`src/rtl/vid_pkg.sv`:
```
// Shared constants for the video pattern transmitter: pattern codes, LFSR seed/taps, raster totals.
package vid_pkg;

  typedef enum logic [2:0] {
    PAT_SOLID = 3'd0,
    PAT_RAMP  = 3'd1,
    PAT_CHECK = 3'd2,
    PAT_LINE  = 3'd3,
    PAT_LFSR  = 3'd4
  } pat_e;

  localparam int COORD_W = 16;

  localparam logic [15:0] LFSR_SEED = 16'hACE1;
  // Right-shift Fibonacci form of x^16+x^14+x^13+x^11+1: feedback from bits 0,2,3,5.
  localparam logic [15:0] LFSR_TAPS = 16'h002D;

  function automatic int unsigned vid_total(input int unsigned active, input int unsigned fp,
                                            input int unsigned sync, input int unsigned bp);
    return active + fp + sync + bp;
  endfunction

  function automatic logic [15:0] lfsr_next(input logic [15:0] s);
    return {^(s & LFSR_TAPS), s[15:1]};
  endfunction

endpackage

```
`src/rtl/vid_timing.sv`:
```
// Raster counters and region decode; all outputs are combinational from counter state and en_i.
module vid_timing
  import vid_pkg::*;
#(
  parameter int H_ACTIVE = 1920,
  parameter int H_FP     = 88,
  parameter int H_SYNC   = 44,
  parameter int H_BP     = 148,
  parameter int V_ACTIVE = 1080,
  parameter int V_FP     = 4,
  parameter int V_SYNC   = 5,
  parameter int V_BP     = 36
) (
  input  logic               clk_i,
  input  logic               rst_ni,
  input  logic               en_i,
  output logic               de,
  output logic               hs,
  output logic               vs,
  output logic               frame_start,
  output logic [COORD_W-1:0] x,
  output logic [COORD_W-1:0] y
);

  localparam int H_TOTAL = int'(vid_total(H_ACTIVE, H_FP, H_SYNC, H_BP));
  localparam int V_TOTAL = int'(vid_total(V_ACTIVE, V_FP, V_SYNC, V_BP));
  localparam int HW = $clog2(H_TOTAL);
  localparam int VW = $clog2(V_TOTAL);

  localparam logic [HW-1:0] H_LAST = HW'(H_TOTAL - 1);
  localparam logic [VW-1:0] V_LAST = VW'(V_TOTAL - 1);

  logic [HW-1:0] h;
  logic [VW-1:0] v;
  logic [31:0]   hx;
  logic [31:0]   vx;

  // NOTE: sequential state uses non-blocking assignments so every flop samples pre-edge values.
  always_ff @(posedge clk_i or negedge rst_ni) begin
    if (!rst_ni) begin
      h <= '0;
      v <= '0;
    end else if (!en_i) begin
      h <= '0;
      v <= '0;
    end else if (h == H_LAST) begin
      h <= '0;
      v <= (v == V_LAST) ? '0 : v + VW'(1);
    end else begin
      h <= h + HW'(1);
    end
  end

  assign hx = 32'(h);
  assign vx = 32'(v);

  // Decode is gated by en_i so a dropped enable idles the outputs on the very next edge.
  assign de = en_i && (hx < H_ACTIVE) && (vx < V_ACTIVE);
  assign hs = en_i && (hx >= H_ACTIVE + H_FP) && (hx < H_ACTIVE + H_FP + H_SYNC);
  assign vs = en_i && (vx >= V_ACTIVE + V_FP) && (vx < V_ACTIVE + V_FP + V_SYNC);
  assign frame_start = en_i && (h == '0) && (v == '0);

  assign x = COORD_W'(h);
  assign y = COORD_W'(v);

endmodule

```
`src/rtl/vid_pattern_tx.sv`:
```
// Video pattern transmitter: raster timing plus registered pattern pixels.
// Optional LFSR pattern (code 4) is built only when VID_PATTERN_LFSR_EN is defined.
module vid_pattern_tx
  import vid_pkg::*;
#(
  parameter int H_ACTIVE = 1920,
  parameter int H_FP     = 88,
  parameter int H_SYNC   = 44,
  parameter int H_BP     = 148,
  parameter int V_ACTIVE = 1080,
  parameter int V_FP     = 4,
  parameter int V_SYNC   = 5,
  parameter int V_BP     = 36,
  parameter bit HS_POL   = 1'b1,
  parameter int BLK_LOG2 = 4
) (
  input  logic       clk_i,
  input  logic       rst_ni,
  input  logic       en_i,
  input  logic [2:0] pat_i,
  input  logic [7:0] level_i,
  output logic       hs_o,
  output logic       vs_o,
  output logic       de_o,
  output logic [7:0] wd_o,
  output logic       frame_o
);

  logic               t_de;
  logic               t_hs;
  logic               t_vs;
  logic               t_frame;
  logic [COORD_W-1:0] x;
  logic [COORD_W-1:0] y;

  logic [2:0] pat_q;
  logic [2:0] pat_cur;
  logic [7:0] lvl_q;
  logic [7:0] lvl_cur;
  logic [7:0] wd_d;
  logic       unused_coord;

  vid_timing #(
    .H_ACTIVE(H_ACTIVE), .H_FP(H_FP), .H_SYNC(H_SYNC), .H_BP(H_BP),
    .V_ACTIVE(V_ACTIVE), .V_FP(V_FP), .V_SYNC(V_SYNC), .V_BP(V_BP)
  ) u_timing (
    .clk_i       (clk_i),
    .rst_ni      (rst_ni),
    .en_i        (en_i),
    .de          (t_de),
    .hs          (t_hs),
    .vs          (t_vs),
    .frame_start (t_frame),
    .x           (x),
    .y           (y)
  );

  // The first pixel of a frame must already use the newly sampled selection.
  assign pat_cur = t_frame ? pat_i   : pat_q;
  assign lvl_cur = t_frame ? level_i : lvl_q;
  assign unused_coord = ^{x, y};

`ifdef VID_PATTERN_LFSR_EN
  logic [15:0] lfsr_q;
  logic [15:0] lfsr_cur;

  assign lfsr_cur = t_frame ? LFSR_SEED : lfsr_q;

  always_ff @(posedge clk_i or negedge rst_ni) begin
    if (!rst_ni) begin
      lfsr_q <= LFSR_SEED;
    end else if (t_de) begin
      lfsr_q <= lfsr_next(lfsr_cur);
    end
  end
`endif

  // NOTE: wd_d gets a default before the case so no path leaves it unassigned (no latch).
  always_comb begin
    wd_d = 8'h00;
    if (t_de) begin
      case (pat_cur)
        PAT_SOLID: wd_d = lvl_cur;
        PAT_RAMP:  wd_d = x[7:0];
        PAT_CHECK: wd_d = (x[BLK_LOG2] ^ y[BLK_LOG2]) ? 8'hFF : 8'h00;
        PAT_LINE:  wd_d = y[0] ? ~lvl_cur : lvl_cur;
`ifdef VID_PATTERN_LFSR_EN
        PAT_LFSR:  wd_d = lfsr_cur[7:0];
`endif
        default:   wd_d = 8'h00;
      endcase
    end
  end

  always_ff @(posedge clk_i or negedge rst_ni) begin
    if (!rst_ni) begin
      hs_o    <= ~HS_POL;
      vs_o    <= ~HS_POL;
      de_o    <= 1'b0;
      wd_o    <= 8'h00;
      frame_o <= 1'b0;
      pat_q   <= 3'd0;
      lvl_q   <= 8'h00;
    end else begin
      hs_o    <= t_hs ? HS_POL : ~HS_POL;
      vs_o    <= t_vs ? HS_POL : ~HS_POL;
      de_o    <= t_de;
      wd_o    <= wd_d;
      frame_o <= t_frame;
      if (t_frame) begin
        pat_q <= pat_i;
        lvl_q <= level_i;
      end
    end
  end

endmodule

```
`config.mk`:
```
export PLATFORM = sky130hd
export DESIGN_NAME = vid_pattern_tx
export DESIGN_NICKNAME = d
export VERILOG_FILES = /design/src/rtl/vid_pkg.sv /design/src/rtl/vid_timing.sv /design/src/rtl/vid_pattern_tx.sv
export SDC_FILE = /design/constraint.sdc
export NUM_CORES = 1
export LEC_CHECK = 0
export CAP_MARGIN = 20
export CORE_ASPECT_RATIO = 0.6
export CORE_MARGIN = 4
export CORE_UTILIZATION = 44
export CTS_BUF_LIST = sky130_fd_sc_hd__clkbuf_2
export DETAILED_ROUTE_END_ITERATION = 10
export RECOVER_POWER = 25
export SYNTH_ARGS = -nofsm -noshare
export SYNTH_HDL_FRONTEND = slang
export SYNTH_SLANG_ARGS = --single-unit
```
`constraint.sdc`:
```
create_clock -name clk_i -period 7.14 [get_ports clk_i]
set_clock_uncertainty 0.1 [all_clocks]
set_input_delay 1.071 -clock clk_i [delete_from_list [all_inputs] [get_ports clk_i]]
set_output_delay 1.071 -clock clk_i [all_outputs]
set_load 0.02 [all_outputs]
```
==> out/qor.csv, run 1 <==
metric,value,unit
Pre-Repair DR Iteration Count,4,
top-count cell post-synth,dfrtp_1,
top area cells in the synthesized netlist,"dfrtp_1 (46%), o21ai_0 (4.8%), a211oi_1 (4.5%), mux2_2 (4.5%), xor2_1 (3.9%)",
Setup CP Type,input port to flip-flop,
Root Driver,clkbuf_2,
Synth Flop Type,dfrtp_1,
peak supply drop,90.4,uV
die area,0.00700,mm^2
top-area cell type share of the netlist area,46.0,%
dpl ws,3.14,ns
post-CTS sizing,0,
ANT nets after route,0,
WL final,6.13,mm
Hold Path Sink,u_timing.v[5],
TritonCTS Sinks,46,
Min-Delay Path Depth,1,
vias in the first global route,1841,
GRT Residual Overflow,0,
dpl cells,347,
critical hold path startpoint,u_timing.v[5],
layout cell share with drive strength beyond 1,11.1,%
Worst-Skew Late Latency,0.42,ns
fillers,467,
Remaining DRCs,0,
syn nets,270,
GP Congestion,0.840,
Worst Reg-to-Reg Cells,7,
cts hold-fix bufs,0,
crit path max fanout,17,
"Avg Cell Area, Syn",9.93,um^2
pin count of the biggest net entering global routing,47,
Synth Warn #,0,
Final Power,532,uW
initial DRC count,213,
RR Endpoint,wd_o[0],
Avg WL per Cell,17.2,um
setup tns final,0,ns
setup ws final,3.56,ns
Worst-path clk slew,0.23,ns
synth-to-layout area growth,15.0,%
max-cap check violation count,1,
synthesized area,0.00250,mm^2
TritonCTS clock tree,built,
fin nets,297,
list of most frequent post-synthesis cells,"dfrtp_1 (46), o21ai_0 (24), nand2_1 (23), nor2_1 (17), a211oi_1 (15)",
via-per-instance ratio,5.63,
Vias,2010,
std cell rows,20,
H-tree levels,2,
Initial Utilization,47.4,%
Final Cycle Share,50.1,%
post-CTS setup buffer count,0,
outcome,"finished, violations left",
Final Hold Vio Count,0,
count of final setup violators,0,
Final Hold Slack,0.449,ns
Max Clock Freq,280,MHz
Port Buffers,25,
total track usage,18.9,%
CP Launch Type,input port,
"Arr. time, crit path",3.86,ns
FF-to-FF Start,u_timing.v[0],
Synth Register Bits,46,
unrepaired setup endpoints after global routing,no,
first-pass GRT wire length,10.1,mm
HPWL after DPL,4.37,mm
pwr dens,185,mW/mm^2
clk buf depth,2,
min cycle time layout,3.58,ns
"reg-to-reg slack, setup",4.08,ns
Yosys cell types,41,
initial antenna violation count,0,
"Slew Viols, Final",33,
Die Height,66.4,um
register area share after synthesis,46.0,%
required time worst endpoint,7.42,ns
# diodes,0,
failing checks,"max-capacitance violations, max-slew violations",
LEAKAGE,1.18,nW
Syn Inst Count,252,
largest area contributor in the netlist,dfrtp_1,
core area,0.00528,mm^2
IO Count,26,
crit end category,flip-flop,
worst min path class,flip-flop to flip-flop,
Final Non-Filler Cells,357,
die width,105,um
total CTS buffers,5,
asr flop ratio synth,100,%
Post-synth EDFFs,0,
Max-slew headroom,-15.9,%
worst slew pin tran,1.74,ns
where the power goes:
group          switching, mW  leakage (nW)  internal, mW
clock network         0.0877        0.0264        0.0223
registers             0.0160         0.608         0.284
logic                 0.0641         0.541        0.0582
how the worst max path moves through the flow:
stage	from	endpoint	cells past startpoint
detailed placement	en_i	wd_o[0]	7
global route	en_i	wd_o[1]	7
floorplan	en_i	wd_o[1]	8
CTS	en_i	wd_o[0]	7
finish	en_i	wd_o[0]	7
global placement	en_i	wd_o[0]	7
worst max-delay path, cell delays in order:
cell and delay (ns):
clkdlybuf4s50_1 0.63, nor2b_1 0.24, nand4b_1 0.19, or4_4 0.69, or4b_4 0.57, a21oi_4 0.27, a221o_1 0.19
flip-flops by register name, summed over array words and instances (netlist names):
name and cells:
frame_o 1, lvl_q 8, u_timing.v 11, hs_o 1, vs_o 1, wd_o 8
pat_q 3, de_o 1, u_timing.h 12
routing by layer:
metal  routed length (um)  vias up  GRT usage (%)  share of wire (%)
met5                    0        -              0                  0
met4                   57        0           4.42               0.93
met3                  386        8           4.68                6.3
met2                 2270       62           23.2                 37
met1                 3420      960           31.3                 56
li1                     -      980              -                  -
kinds of logic after synthesis:
family | share of synthesized area (%)
DFF | 46.0
adders and majority gates | 2.00
muxes | 4.50
xor gates and xnor gates | 7.00
AOI/OAI and AO/OA | 15.7
buffers and inverters | 2.70
and+or+nand+nor | 22.1
area by class of cell:
cell class | count | area (um^2) | share of cell area [%]
Clock inverter | 3 | 16.3 | 0.565
Timing Repair Buffer | 29 | 265 | 9.22
Sequential cell | 46 | 1150 | 40.0
Tap cell | 77 | 96.3 | 3.35
Clock buffer | 5 | 25.0 | 0.870
Inverter | 7 | 26.3 | 0.913
Multi-Input combinational cell | 190 | 1300 | 45.1
through the flow:
stage / cell area, um^2 / util, %
after floorplan: 2500 / -
after global placement: 2820 / 53.5
after detailed placement: 2830 / 53.6
after CTS: 2870 / 54.3
after global routing: 2880 / 54.5
final: 2880 / 54.5
placed cells by master, fill, tap and decap left out, types with 7 or more instances in the layout:
cell             synthesis  routed
xnor2_1                  9       9
o21ai_0                 24      24
dfrtp_1                 46      46
a211oi_1                15      15
mux2_2                  10      10
clkdlybuf4s50_1          0      24
nand2_1                 23      23
nor2_1                  17      17
a221o_1                  7       7
nand3_1                 10      10
and3_1                   7       7
xor2_1                  11      11
Note: power is estimated with default switching activity, not from simulation.
==> inputs of run 2 (changes only) <==
- PLACE_DENSITY: default -> 0.67
- clock period: 7.14 -> 3 ns (I/O delays scaled with it)
==> out/qor.csv, run 2 (synthesized netlist as in run 1, its figures left out) <==
metric,value,unit,change
fin nets,319,,+7.4%
unrepaired setup endpoints after global routing,no,,
most frequent cells in the layout,"dfrtp_1 (46), o21ai_0 (24), clkdlybuf4s50_1 (24), buf_4 (24), nand2_1 (23)",,
initial DRC count,202,,-5.2%
Avg WL per Cell,16.6,um,-3.0%
CP Launch Type,flip-flop,,
Setup CP Type,flip-flop to flip-flop,,
Final Hold Slack,0.403,ns,-0.0458 ns
ANT nets after route,0,,unchanged
Worst-path clk slew,0.25,ns,+0.02 ns
sequential share of power,48.4,%,-7.9 points
P_sw,405,uW,+140%
post-CTS setup buffer count,0,,unchanged
Worst Reg-to-Reg Cells,5,,-2
std cell rows,20,,unchanged
Final Hold Vio Count,0,,unchanged
"reg-to-reg slack, setup",0.24,ns,-3.84 ns
H-tree levels,2,,unchanged
TritonCTS clock tree,built,,
cts hold-fix bufs,0,,unchanged
core area,0.00528,mm^2,unchanged
Root Driver,clkbuf_2,,
"commonest non-fill, non-tap cell in the layout",dfrtp_1,,
FF-to-FF Start,u_timing.v[7],,
Worst-Skew Late Latency,0.43,ns,about the same
Largest register FFs,12,,unchanged
worst min path class,input port to async pin,,
Max-slew headroom,56.5,%,+72 points
synth-to-layout area growth,24.3,%,
die area,0.00700,mm^2,unchanged
count of final setup violators,0,,unchanged
crit path max fanout,7,,-10
dpl ws,-0.00722,ns,-3.15 ns
vias in the first global route,1876,,+1.9%
setup ws final,0.237,ns,-3.33 ns
layout cell share with drive strength beyond 1,17.5,%,+6.5 points
outcome,finished clean,,
dpl cells,369,,+6.3%
IO Count,26,,unchanged
"Slew Viols, Final",0,,-100%
peak supply drop,243,uV,+170%
clock share of power,30.1,%,+9.4 points
Final Cycle Share,92.1,%,
post-CTS sizing,0,,unchanged
final core utilization,58.9,%,+4.5 points
WL final,6.31,mm,+3.0%
# diodes,0,,unchanged
total track usage,18.6,%,-0.25 points
Remaining DRCs,0,,unchanged
Port Buffers,25,,unchanged
Vias,2111,,+5.0%
Final Non-Filler Cells,379,,+6.2%
required time worst endpoint,3.30,ns,-4.12 ns
GRT Residual Overflow,0,,unchanged
worst slew pin tran,0.652,ns,-1.09 ns
HPWL after DPL,4.56,mm,+4.3%
first-pass GRT wire length,10.1,mm,-0.62%
"Arr. time, crit path",3.06,ns,-0.80 ns
Largest Register,u_timing.h,,
Initial Utilization,47.4,%,unchanged
initial antenna violation count,0,,unchanged
TritonCTS Sinks,46,,unchanged
pin count of the biggest net entering global routing,47,,unchanged
clk buf depth,2,,unchanged
P_int,1.06,mW,+190%
crit end category,flip-flop,,
max-cap check violation count,0,,-1
via-per-instance ratio,5.57,,-1.1%
die width,105,um,unchanged
top flop regs,"u_timing.h: 12 flops, u_timing.v: 11 flops",,
total CTS buffers,5,,unchanged
min cycle time layout,2.76,ns,
LEAKAGE,1.32,nW,+12%
Comb pwr share,21.4,%,-1.6 points
Max Clock Freq,362,MHz,
pwr dens,470,mW/mm^2,+150%
GP Congestion,0.818,,-2.6%
Net Sw Frac,27.6,%,-3.9 points
Die Height,66.4,um,unchanged
Pre-Repair DR Iteration Count,4,,unchanged
RR Endpoint,wd_o[2],,
[run 2: critical path: stages, from the launching register on]
cell     delay (ns)
dfrtp_1        0.49
or4_4          0.59
or4_4          0.53
or4b_4         0.54
a21oi_4        0.27
a221o_1        0.19
[run 2: how the worst max path moves through the flow]
stage                       start      end  slack [ns]  depth (start not counted)
global placement             en_i  wd_o[2]       0.009                          7
CTS                 u_timing.v[7]  wd_o[5]        0.26                          5
detailed placement           en_i  wd_o[2]      -0.007                          7
finish              u_timing.v[7]  wd_o[2]        0.24                          5
floorplan           u_timing.v[0]  wd_o[1]        0.30                          9
global route        u_timing.h[6]  wd_o[5]        0.18                          6
[run 2: metal layers]
layer / global-route usage, % / wire length (um) / vias up
li1: - / - / 1021
met1: 30.0 / 3340 / 1004
met2: 23.7 / 2370 / 78
met3: 4.68 / 546 / 8
met4: 4.91 / 55 / 0
met5: 0 / 0 / -
[run 2: layout make-up]
| class | instances | area [um^2] |
|---|---|---|
| sequential | 46 | 1150 |
| clock buffer | 5 | 25.0 |
| timing repair buffer | 51 | 454 |
| fill | 443 | 2170 |
| clock inverter | 3 | 68.8 |
| inverter | 7 | 26.3 |
| multi-input combinational | 190 | 1290 |
| tap | 77 | 96.3 |
[run 2: through the flow]
| step | setup TNS [ns] | power (mW) | area [um^2] |
|---|---|---|---|
| 2_1_floorplan | 0 | 0.897 | 2500 |
| 3_3_place_gp | 0 | 1.03 | 2990 |
| 3_5_place_dp | -0.0167 | 1.03 | 2990 |
| 4_1_cts | 0 | 1.47 | 3080 |
| 5_1_grt | 0 | 1.54 | 3110 |
| 6_report | 0 | 1.46 | 3110 |
[run 2: power groups by stage]
stage	Combinational (mW)	Sequential, mW	Clock [mW]
after global placement	0.307	0.720	0
final	0.314	0.709	0.441
after detailed placement	0.310	0.720	0
after floorplan	0.161	0.736	0
after CTS	0.311	0.708	0.448
after global routing	0.341	0.716	0.482
